===== config.mk =====
export PLATFORM = sky130hd
export DESIGN_NAME = data_mem_arbiter
export DESIGN_NICKNAME = d
export VERILOG_FILES = /design/src/rtl/data_mem_arbiter.sv
export SDC_FILE = /design/constraint.sdc
export NUM_CORES = 1
export LEC_CHECK = 0
export ABC_AREA = 1
export CORE_UTILIZATION = 30
export CTS_BUF_LIST = sky130_fd_sc_hd__clkbuf_16
export DETAILED_ROUTE_END_ITERATION = 12
export SLEW_MARGIN = 20
export SYNTH_ARGS = -nofsm -noshare
export SYNTH_HDL_FRONTEND = slang
export SYNTH_SLANG_ARGS = --single-unit

===== constraint.sdc =====
create_clock -name clk -period 2.12 [get_ports clk]
set_input_delay 0.424 -clock clk [delete_from_list [all_inputs] [get_ports clk]]
set_output_delay 0.424 -clock clk [all_outputs]
set_load 0.01 [all_outputs]

===== src/rtl/data_mem_arbiter.sv =====
// data_mem_arbiter: shares the data-memory port between the core load/store
// port and the program/debug loader. Round-robin on ties, the granted
// transaction is held on the memory port until m_done, and a watchdog aborts
// transactions that never complete.
module data_mem_arbiter #(
  parameter int unsigned TIMEOUT  = 1024,
  parameter logic [31:0] ERR_DATA = 32'hDEAD_BEEF
) (
  input  logic        clk,
  input  logic        rstn,
  // core load/store port
  input  logic [31:0] c_addr,
  input  logic [31:0] c_din,
  input  logic [3:0]  c_we,
  input  logic        c_load,
  output logic [31:0] c_dout,
  output logic        c_done,
  // loader port
  input  logic        l_req,
  input  logic [3:0]  l_we,
  input  logic [31:0] l_addr,
  input  logic [31:0] l_wdata,
  output logic [31:0] l_rdata,
  output logic        l_done,
  // memory port
  output logic [31:0] m_addr,
  output logic [31:0] m_wdata,
  output logic [3:0]  m_we,
  output logic        m_load,
  input  logic [31:0] m_rdata,
  input  logic        m_done,
  // sticky watchdog flag
  output logic        err
);

  localparam int unsigned CW = (TIMEOUT > 1) ? $clog2(TIMEOUT) : 1;

  typedef enum logic [1:0] {
    IDLE,
    BUSY_C,
    BUSY_L
  } state_t;

  state_t        state, state_nx;
  logic          last_l, last_l_nx;   // 1: loader held the most recent grant
  logic [CW-1:0] cnt, cnt_nx;
  logic          err_nx;
  logic [31:0]   m_addr_nx, m_wdata_nx;
  logic [3:0]    m_we_nx;
  logic          m_load_nx;

  logic c_req;
  logic busy;
  logic tmo;
  logic finish;

  assign c_req  = c_load | (|c_we);
  assign busy   = (state != IDLE);
  // cnt counts completed busy cycles, so it equals TIMEOUT-1 in the
  // TIMEOUT-th busy cycle; a coincident m_done takes priority.
  assign tmo    = busy && !m_done && (TIMEOUT != 0) && (cnt == CW'(TIMEOUT - 1));
  assign finish = busy && (m_done || tmo);

  // Completion pulses and read data are routed only to the current owner.
  always_comb begin
    c_done  = 1'b0;
    l_done  = 1'b0;
    c_dout  = '0;
    l_rdata = '0;
    if (finish) begin
      if (state == BUSY_C) begin
        c_done = 1'b1;
        c_dout = m_done ? m_rdata : ERR_DATA;
      end else begin
        l_done  = 1'b1;
        l_rdata = m_done ? m_rdata : ERR_DATA;
      end
    end
  end

  // Grant selection, memory-port capture/release and watchdog next state.
  always_comb begin
    state_nx   = state;
    last_l_nx  = last_l;
    cnt_nx     = cnt;
    err_nx     = err;
    m_addr_nx  = m_addr;
    m_wdata_nx = m_wdata;
    m_we_nx    = m_we;
    m_load_nx  = m_load;
    case (state)
      IDLE: begin
        if (c_req && (!l_req || last_l)) begin
          state_nx   = BUSY_C;
          last_l_nx  = 1'b0;
          cnt_nx     = '0;
          m_addr_nx  = c_addr;
          m_wdata_nx = c_din;
          m_we_nx    = c_we;
          m_load_nx  = c_load & ~(|c_we);
        end else if (l_req) begin
          state_nx   = BUSY_L;
          last_l_nx  = 1'b1;
          cnt_nx     = '0;
          m_addr_nx  = l_addr;
          m_wdata_nx = l_wdata;
          m_we_nx    = l_we;
          m_load_nx  = ~(|l_we);
        end
      end
      BUSY_C, BUSY_L: begin
        if (finish) begin
          state_nx   = IDLE;
          m_addr_nx  = '0;
          m_wdata_nx = '0;
          m_we_nx    = '0;
          m_load_nx  = 1'b0;
          if (!m_done) err_nx = 1'b1;
        end else begin
          cnt_nx = cnt + 1'b1;
        end
      end
      default: state_nx = IDLE;
    endcase
  end

  // State and memory-port registers; reset drops any transaction at once.
  always_ff @(posedge clk or negedge rstn) begin
    if (!rstn) begin
      state   <= IDLE;
      last_l  <= 1'b1;
      cnt     <= '0;
      err     <= 1'b0;
      m_addr  <= '0;
      m_wdata <= '0;
      m_we    <= '0;
      m_load  <= 1'b0;
    end else begin
      state   <= state_nx;
      last_l  <= last_l_nx;
      cnt     <= cnt_nx;
      err     <= err_nx;
      m_addr  <= m_addr_nx;
      m_wdata <= m_wdata_nx;
      m_we    <= m_we_nx;
      m_load  <= m_load_nx;
    end
  end

endmodule


==> reports/qor.tcl, run 1 <==
set qor(final_cell_area_um2) 10000
set qor(layout_common_cells) {277 x nand2_1, 241 x clkdlybuf4s50_1, 144 x nand3_1, 124 x nor2_1, 95 x inv_1}
set qor(register_bit_count_reported_by_yosys) 83
set qor(drt_iter0_markers) 231
set qor(cts-root-buf) {clkbuf_16}
set qor(fmax_mhz) 433
set qor(fp.dieArea_um2) 19700
set qor(cts_hold_buf) 0
set qor(effective_utilization_at_floorplan) 0.307
set qor(cts.sink_count) 83
set qor(power_density_nw_per_um2) 1340
set qor(worst_path_class_setup) {flip-flop to primary output}
set qor(nets_final) 1455
set qor(report.power.total_uw) 13500
set qor(synth_area_leaders) {dfrtp_1 36%, nand2_1 19%, nand3_1 13%, nor2_1 10%, inv_1 7.1%}
set qor(first_pass_iters) 5
set qor(worst-path-max-fanout) 18
set qor(place.detailed.hpwl_um) 16400
set qor(die-width_um) 140
set qor(detail_route.drc_violations) 0
set qor(timing_worst_slew_pin_value_ps) 626
set qor(slew_headroom) 0.581
set qor(vias_per_cell) 4.65
set qor(endpoint_kind) {primary output}
set qor(leakagePower_uw) 0.00546
set qor(cts.path.max_buffers) 2
set qor(synthesis.yosys.warnings) 0
set qor(clock_skew_ps) 8.03
set qor(max_cap_violations) 0
set qor(failed_checks) {negative setup slack}
set qor(clock_pin_slew_of_the_registers_on_the_worst_case_setup_and_hold_paths_ps) 60
set qor(num_rows) 50
set qor(timing.critical_path.from_type) {flip-flop}
set qor(routed_wl_um) 22600
set qor(cell_taking_the_most_area_after_synthesis) {dfrtp_1}
set qor(synthesized_netlist_cell_count) 948
set qor(power.ir.vdd_worst_mv) 0.836
set qor(groute.usage.overall) 0.228
set qor(hold_path_class) {input port to asynchronous set/reset pin}
set qor(die_y_um) 140
set qor(synth.net_count) 1124
set qor(via_count) 7095
set qor(cts_tree) {yes}
set qor(status) {complete, but fails checks}
set qor(sequential_area_share_after_synthesis) 0.362
set qor(core_area_um2) 18700
set qor(insertion_delay_ps) 340
set qor(setup_ws_ps) -191
set qor(critical_path_rt_ps) 1700
set qor(numPortBuffers) 308
set qor(rsz_0062_raised_after_global_routing) {yes}
set qor(yosys.area.top_type_share) 0.358
set qor(place_area_um2) 9470
set qor(commonest_non_fill_non_tap_cell_in_the_layout) {nand2_1}
set qor(gp_congestion) 0.949
set qor(post_synth.cell_area_avg_um2) 6.05
set qor(grt_max_degree) 84
set qor(report.final.slew_viol_count) 0
set qor(netlist_area_um2) 5740
set qor(drtAntennaViolNets) 0
set qor(number_of_antenna_violations_at_the_first_check_in_global_routing) 9
set qor(worst_ep_arrival_time_ps) 1890
set qor(final_layout_size_suffix_gt1_frac) 0.185
set qor(drt-wirelength-per-cell_um) 14.8
set qor(clock_tree.htree_level_count) 3
set qor(period_minus_slack_ps) 2310
set qor(setup-violations-final) 66
set qor(timing.final.crit_share) 1.09
set qor(grt_pass1_vias) 6380
set qor(grt_pass1_wl_um) 34900
set qor(boundaryPins) 309
set qor(hold_fails_final_rpt) 0
set qor(area_growth_from_synthesis_to_layout_pct) 75.1
set qor(numCtsBuffers) 9
set qor(synth_cell_type_count) 23
set qor(overflow) 0
repair_timing:
action | in CTS | in global routing
gates resized for setup | 317 | 77
setup buffers | 8 | 6
endpoints found under the setup margin | 66 | 68
cloned | 2 | 0
pin swaps | 2 | 3
worst paths after layout:
check	start	to	slack [ps]	cells after the start
min in group clk	m_wdata[31]	m_wdata[31]	470	2
setup / recovery	cnt[1]	c_dout[23]	-190	11
max in group asynchronous	rstn	m_wdata[11]	1610	2
setup reg to reg	cnt[1]	m_wdata[24]	190	12
hold reg to reg	m_wdata[31]	m_wdata[31]	470	2
hold / removal	rstn	m_wdata[12]	70	2
layer usage:
layer	track usage	part of all wire
met1	0.264	0.41
met2	0.375	0.47
met3	0.0807	0.088
met5	0	0.00049
met4	0.110	0.030
synthesized netlist by cell type:
cell	instances
nand2_1	296
nor2_1	156
nand3_1	145
inv_1	108
dfrtp_1	82
a21oi_1	70
clkbuf_1	35
buf_2	19
buf_1	10
ha_1	3
inv_2	3
nand4_1	3
nor3b_1	3
buf_6	2
clkinv_1	2
nand2_2	2
nand2_4	2
nand3b_1	2
dfstp_2	1
nor2_4	1
nor2_8	1
o21bai_1	1
o22ai_1	1
worst max-delay path: stages, from the launching register on:
cell and delay (ps):
dfrtp_1 400, ha_4 170, nand2_4 50, nor2_4 90, nand3_2 90, nand2_2 80, nand2_4 80, inv_4 90
nand2_8 90, buf_12 180, nor2_1 90, buf_2 130
state kept, by name (all words and copies together), names as in the netlist:
| signal | cells |
|---|---|
| m_wdata | 32 |
| last_l | 1 |
| m_addr | 32 |
| m_load | 1 |
| err | 1 |
| m_we | 4 |
| state | 2 |
| cnt | 10 |
cell type report:
class / count / area (um^2)
Antenna cell: 8 / 20.0
Clock buffer: 9 / 225
Clock inverter: 7 / 85.1
Fill cell: 1886 / 8660
Inverter: 113 / 455
Multi-Input combinational cell: 686 / 3180
Sequential cell: 83 / 2080
Tap cell: 234 / 293
Timing Repair Buffer: 385 / 3700
Timing Repair inverter: 1 / 8.76
cell families (layout without fill, tap and decap cells):
kind of cell | count (synthesis) | in the layout | share of synthesized area
adder cells (fa/ha/maj) | 3 | 3 | 0.00655
AND/OR/NAND/NOR | 611 | 611 | 0.444
flip-flops | 83 | 83 | 0.362
other | 0 | 8 | 0
AO/OA/AOI/OAI | 72 | 72 | 0.0635
buffers and inverters | 179 | 515 | 0.124
where the power goes:
group / internal (uW) / leakage [uW] / switching, uW
registers: 2320 / 0.00106 / 342
logic: 3940 / 0.00424 / 5210
clock network: 1020 / 0.000159 / 652
total: 7280 / 0.00546 / 6210
metrics by stage:
step	cells	util	TNS (ps)	hold WS, ps	setup slack (ps)
after floorplan	948	-	0	128	71.2
after global placement	1486	0.506	-34480	453	-603
after detailed placement	1486	0.506	-36920	457	-625
after CTS	1512	0.521	-12900	126	-250
after global routing	1523	0.537	-16570	103	-299
final	1526	0.537	-10090	66.3	-191
Power figures use the tool's default switching activity.
==> inputs of run 2 (changes only) <==
Settings changed: CORE_UTILIZATION 30 to 40, PLACE_DENSITY set to 0.82.
==> run 2 against run 1 <==
The flow finishes with violations (negative hold slack, negative setup slack). Via count rose by 5.1%. Cell area rose by 1.0%. Utilization rose by 19 points. Largest power group unchanged. Cell count fell by 3.5%. Die area fell by 25%. Worst setup slack got worse by 100 ps.
==> reports/qor.tcl, run 2 (synthesized netlist as in run 1, its figures left out) <==
set qor(cts_hold_buf) 0 ;# unchanged
set qor(grt_pass1_vias) 6781 ;# +6.3%
set qor(boundaryPins) 309 ;# unchanged
set qor(numCtsBuffers) 9 ;# unchanged
set qor(vias_per_cell) 5.06 ;# +8.9%
set qor(cts.sink_count) 83 ;# unchanged
set qor(setup_ws_ps) -294 ;# -104 ps
set qor(worst-path-buf-inv) 3 ;# unchanged
set qor(hold_fails_final_rpt) 5 ;# +5
set qor(insertion_delay_ps) 340 ;# about the same
set qor(cts.path.max_buffers) 2 ;# unchanged
set qor(slew_headroom) 0.633 ;# +0.0514
set qor(place.detailed.hpwl_um) 15500 ;# -5.3%
set qor(top_delay_family_on_crit_path) {simple AND/OR/NAND/NOR gates}
set qor(final_cell_area_um2) 10100 ;# +1.0%
set qor(period_minus_slack_ps) 2410 ;# +104 ps
set qor(power_density_nw_per_um2) 1340 ;# -0.51%
set qor(combinationalPowerShare) 0.687 ;# +0.009
set qor(worst_path_class_setup) {flip-flop to primary output}
set qor(fp.dieArea_um2) 14800 ;# -25%
set qor(clock_skew_ps) 8.61 ;# +0.584 ps
set qor(first_pass_iters) 5 ;# unchanged
set qor(hold_path_class) {input port to asynchronous set/reset pin}
set qor(core_area_um2) 13900 ;# -26%
set qor(ordered_cell_list_for_the_critical_path) {ha_4 > nand2_4 > nor2_4 > nand3_2 > nand2_2 > nand2_4 > nor2_8 > buf_12 > inv_16 > nor2_2 > buf_2}
set qor(failed_checks) {negative hold slack, negative setup slack}
set qor(worstRegToRegCells) 13 ;# +1
set qor(critPathMaxStageDelay_ps) 400 ;# about the same
set qor(clock_tree.htree_level_count) 3 ;# unchanged
set qor(finalHoldWorstSlack_ps) -7.93 ;# -74.3 ps
set qor(timing.rr.start) {cnt[1]}
set qor(report.final.slew_viol_count) 0 ;# unchanged
set qor(clock_pin_slew_of_the_registers_on_the_worst_case_setup_and_hold_paths_ps) 60 ;# about the same
set qor(layout_common_cells) {277 x nand2_1, 241 x clkdlybuf4s50_1, 144 x nand3_1, 116 x nor2_1, 98 x inv_1}
set qor(rr_endpoint) {cnt[2]}
set qor(reg.largest.list) {m_addr (32), m_wdata (32), cnt (10)}
set qor(final_layout_size_suffix_gt1_frac) 0.195 ;# +0.0103
set qor(switchingPower_uw) 6330 ;# +1.9%
set qor(routed_wl_um) 24000 ;# +6.1%
set qor(status) {complete, but fails checks}
set qor(power.internal_uw) 7230 ;# -0.72%
set qor(worst-path-max-fanout) 12 ;# -6
set qor(fmax_mhz) 414 ;# -4.3%
set qor(critical_path_rt_ps) 1700 ;# about the same
set qor(overflow) 0 ;# unchanged
set qor(power_switching_share) 0.467 ;# +0.00657
set qor(endpoint_kind) {primary output}
set qor(nets_final) 1464 ;# +0.62%
set qor(drt_iter0_markers) 483 ;# +110%
set qor(die_y_um) 122 ;# -13%
set qor(grt_max_degree) 81 ;# -3.6%
set qor(pwr-share-clk) 0.112 ;# -0.012
set qor(detail_route.drc_violations) 0 ;# unchanged
set qor(cts-root-buf) {clkbuf_16}
set qor(number_of_antenna_violations_at_the_first_check_in_global_routing) 0 ;# -9
set qor(commonest_non_fill_non_tap_cell_in_the_layout) {nand2_1}
set qor(antenna_cells) 0 ;# -8
set qor(fin_util) 0.728 ;# +0.191
set qor(seq_pwr_share) 0.200 ;# +0.002
set qor(crit_path_top_delay_cell) {dfrtp_1}
set qor(timing.final.crit_share) 1.14 ;# +0.0489
set qor(drt-wirelength-per-cell_um) 16.3 ;# +9.9%
set qor(effective_utilization_at_floorplan) 0.412 ;# +0.105
set qor(cts_tree) {yes}
set qor(numPortBuffers) 308 ;# unchanged
set qor(groute.usage.overall) 0.304 ;# +0.0763
set qor(num_rows) 43 ;# -14%
set qor(power.ir.vdd_worst_mv) 0.881 ;# +5.4%
set qor(rsz_0062_raised_after_global_routing) {yes}
set qor(place_area_um2) 9390 ;# -0.90%
set qor(timing_worst_slew_pin_value_ps) 549 ;# -76.9 ps
set qor(leakagePower_uw) 0.00556 ;# +1.8%
set qor(ff2ff_setup_slack_ps) 140 ;# -50 ps
set qor(timing.critical_path.from_type) {flip-flop}
set qor(critical-path-top-cell-by-count) {nand2_4}
set qor(drtAntennaViolNets) 0 ;# unchanged
set qor(max_cap_violations) 0 ;# unchanged
set qor(via_count) 7459 ;# +5.1%
set qor(gp_congestion) 0.972 ;# +2.4%
set qor(area_growth_from_synthesis_to_layout_pct) 76.9
set qor(die-width_um) 122 ;# -13%
set qor(setup-violations-final) 66 ;# unchanged
set qor(grt_pass1_wl_um) 34800 ;# -0.14%
set qor(worst_ep_arrival_time_ps) 1990 ;# +100 ps
-- run 2: area by class of cell --
| cell class | instances | area, um^2 |
|---|---|---|
| clock buffer | 9 | 225 |
| clock inverter | 7 | 60.1 |
| fill | 1092 | 3790 |
| inverter | 113 | 455 |
| multi-input combinational | 686 | 3250 |
| sequential | 83 | 2080 |
| tap | 180 | 225 |
| timing repair buffer | 393 | 3820 |
| timing repair inverter | 2 | 31.3 |
-- run 2: what timing repair did --
| action | 4_1_cts | 5_1_grt |
|---|---|---|
| gates cloned | 3 | 2 |
| gates resized for setup | 304 | 110 |
| setup buffers | 22 | 8 |
| setup endpoints to repair | 66 | 146 |
| pin swaps | 4 | 6 |
-- run 2: power by group through the flow --
| stage | registers, uW | clock network [uW] | logic, uW |
|---|---|---|---|
| detailed placement | 2700 | 0 | 8810 |
| global route | 2790 | 1620 | 10200 |
| global placement | 2690 | 0 | 8620 |
| CTS | 2700 | 1550 | 8880 |
| floorplan | 2940 | 0 | 4680 |
| finish | 2710 | 1520 | 9320 |
-- run 2: worst max-delay path by stage --
stage | from | endpoint | slack, ps | depth (start not counted)
2_1_floorplan | cnt[0] | c_dout[14] | 70 | 11
3_3_place_gp | m_done | c_dout[22] | -490 | 10
3_5_place_dp | m_done | c_dout[14] | -540 | 10
4_1_cts | cnt[1] | cnt[2] | -220 | 17
5_1_grt | cnt[0] | c_dout[31] | -400 | 11
6_report | cnt[1] | l_rdata[2] | -290 | 11
-- run 2: metal layers --
metal | up-vias | global-route usage | wire (um)
li1 | 3597 | - | -
met1 | 3411 | 0.327 | 8450
met2 | 361 | 0.524 | 11900
met3 | 90 | 0.0847 | 2200
met4 | 0 | 0.197 | 1430
met5 | - | 0 | 0
-- run 2: per-stage QoR --
stage          cells  setup TNS, ps  setup slack [ps]  total power (uW)
3_5_place_dp    1428         -36400              -535             11500
2_1_floorplan    948              0              71.2              7620
5_1_grt         1473         -22530              -403             14600
4_1_cts         1469         -11570              -222             13100
6_report        1473         -17040              -294             13600
3_3_place_gp    1428         -30750              -487             11300
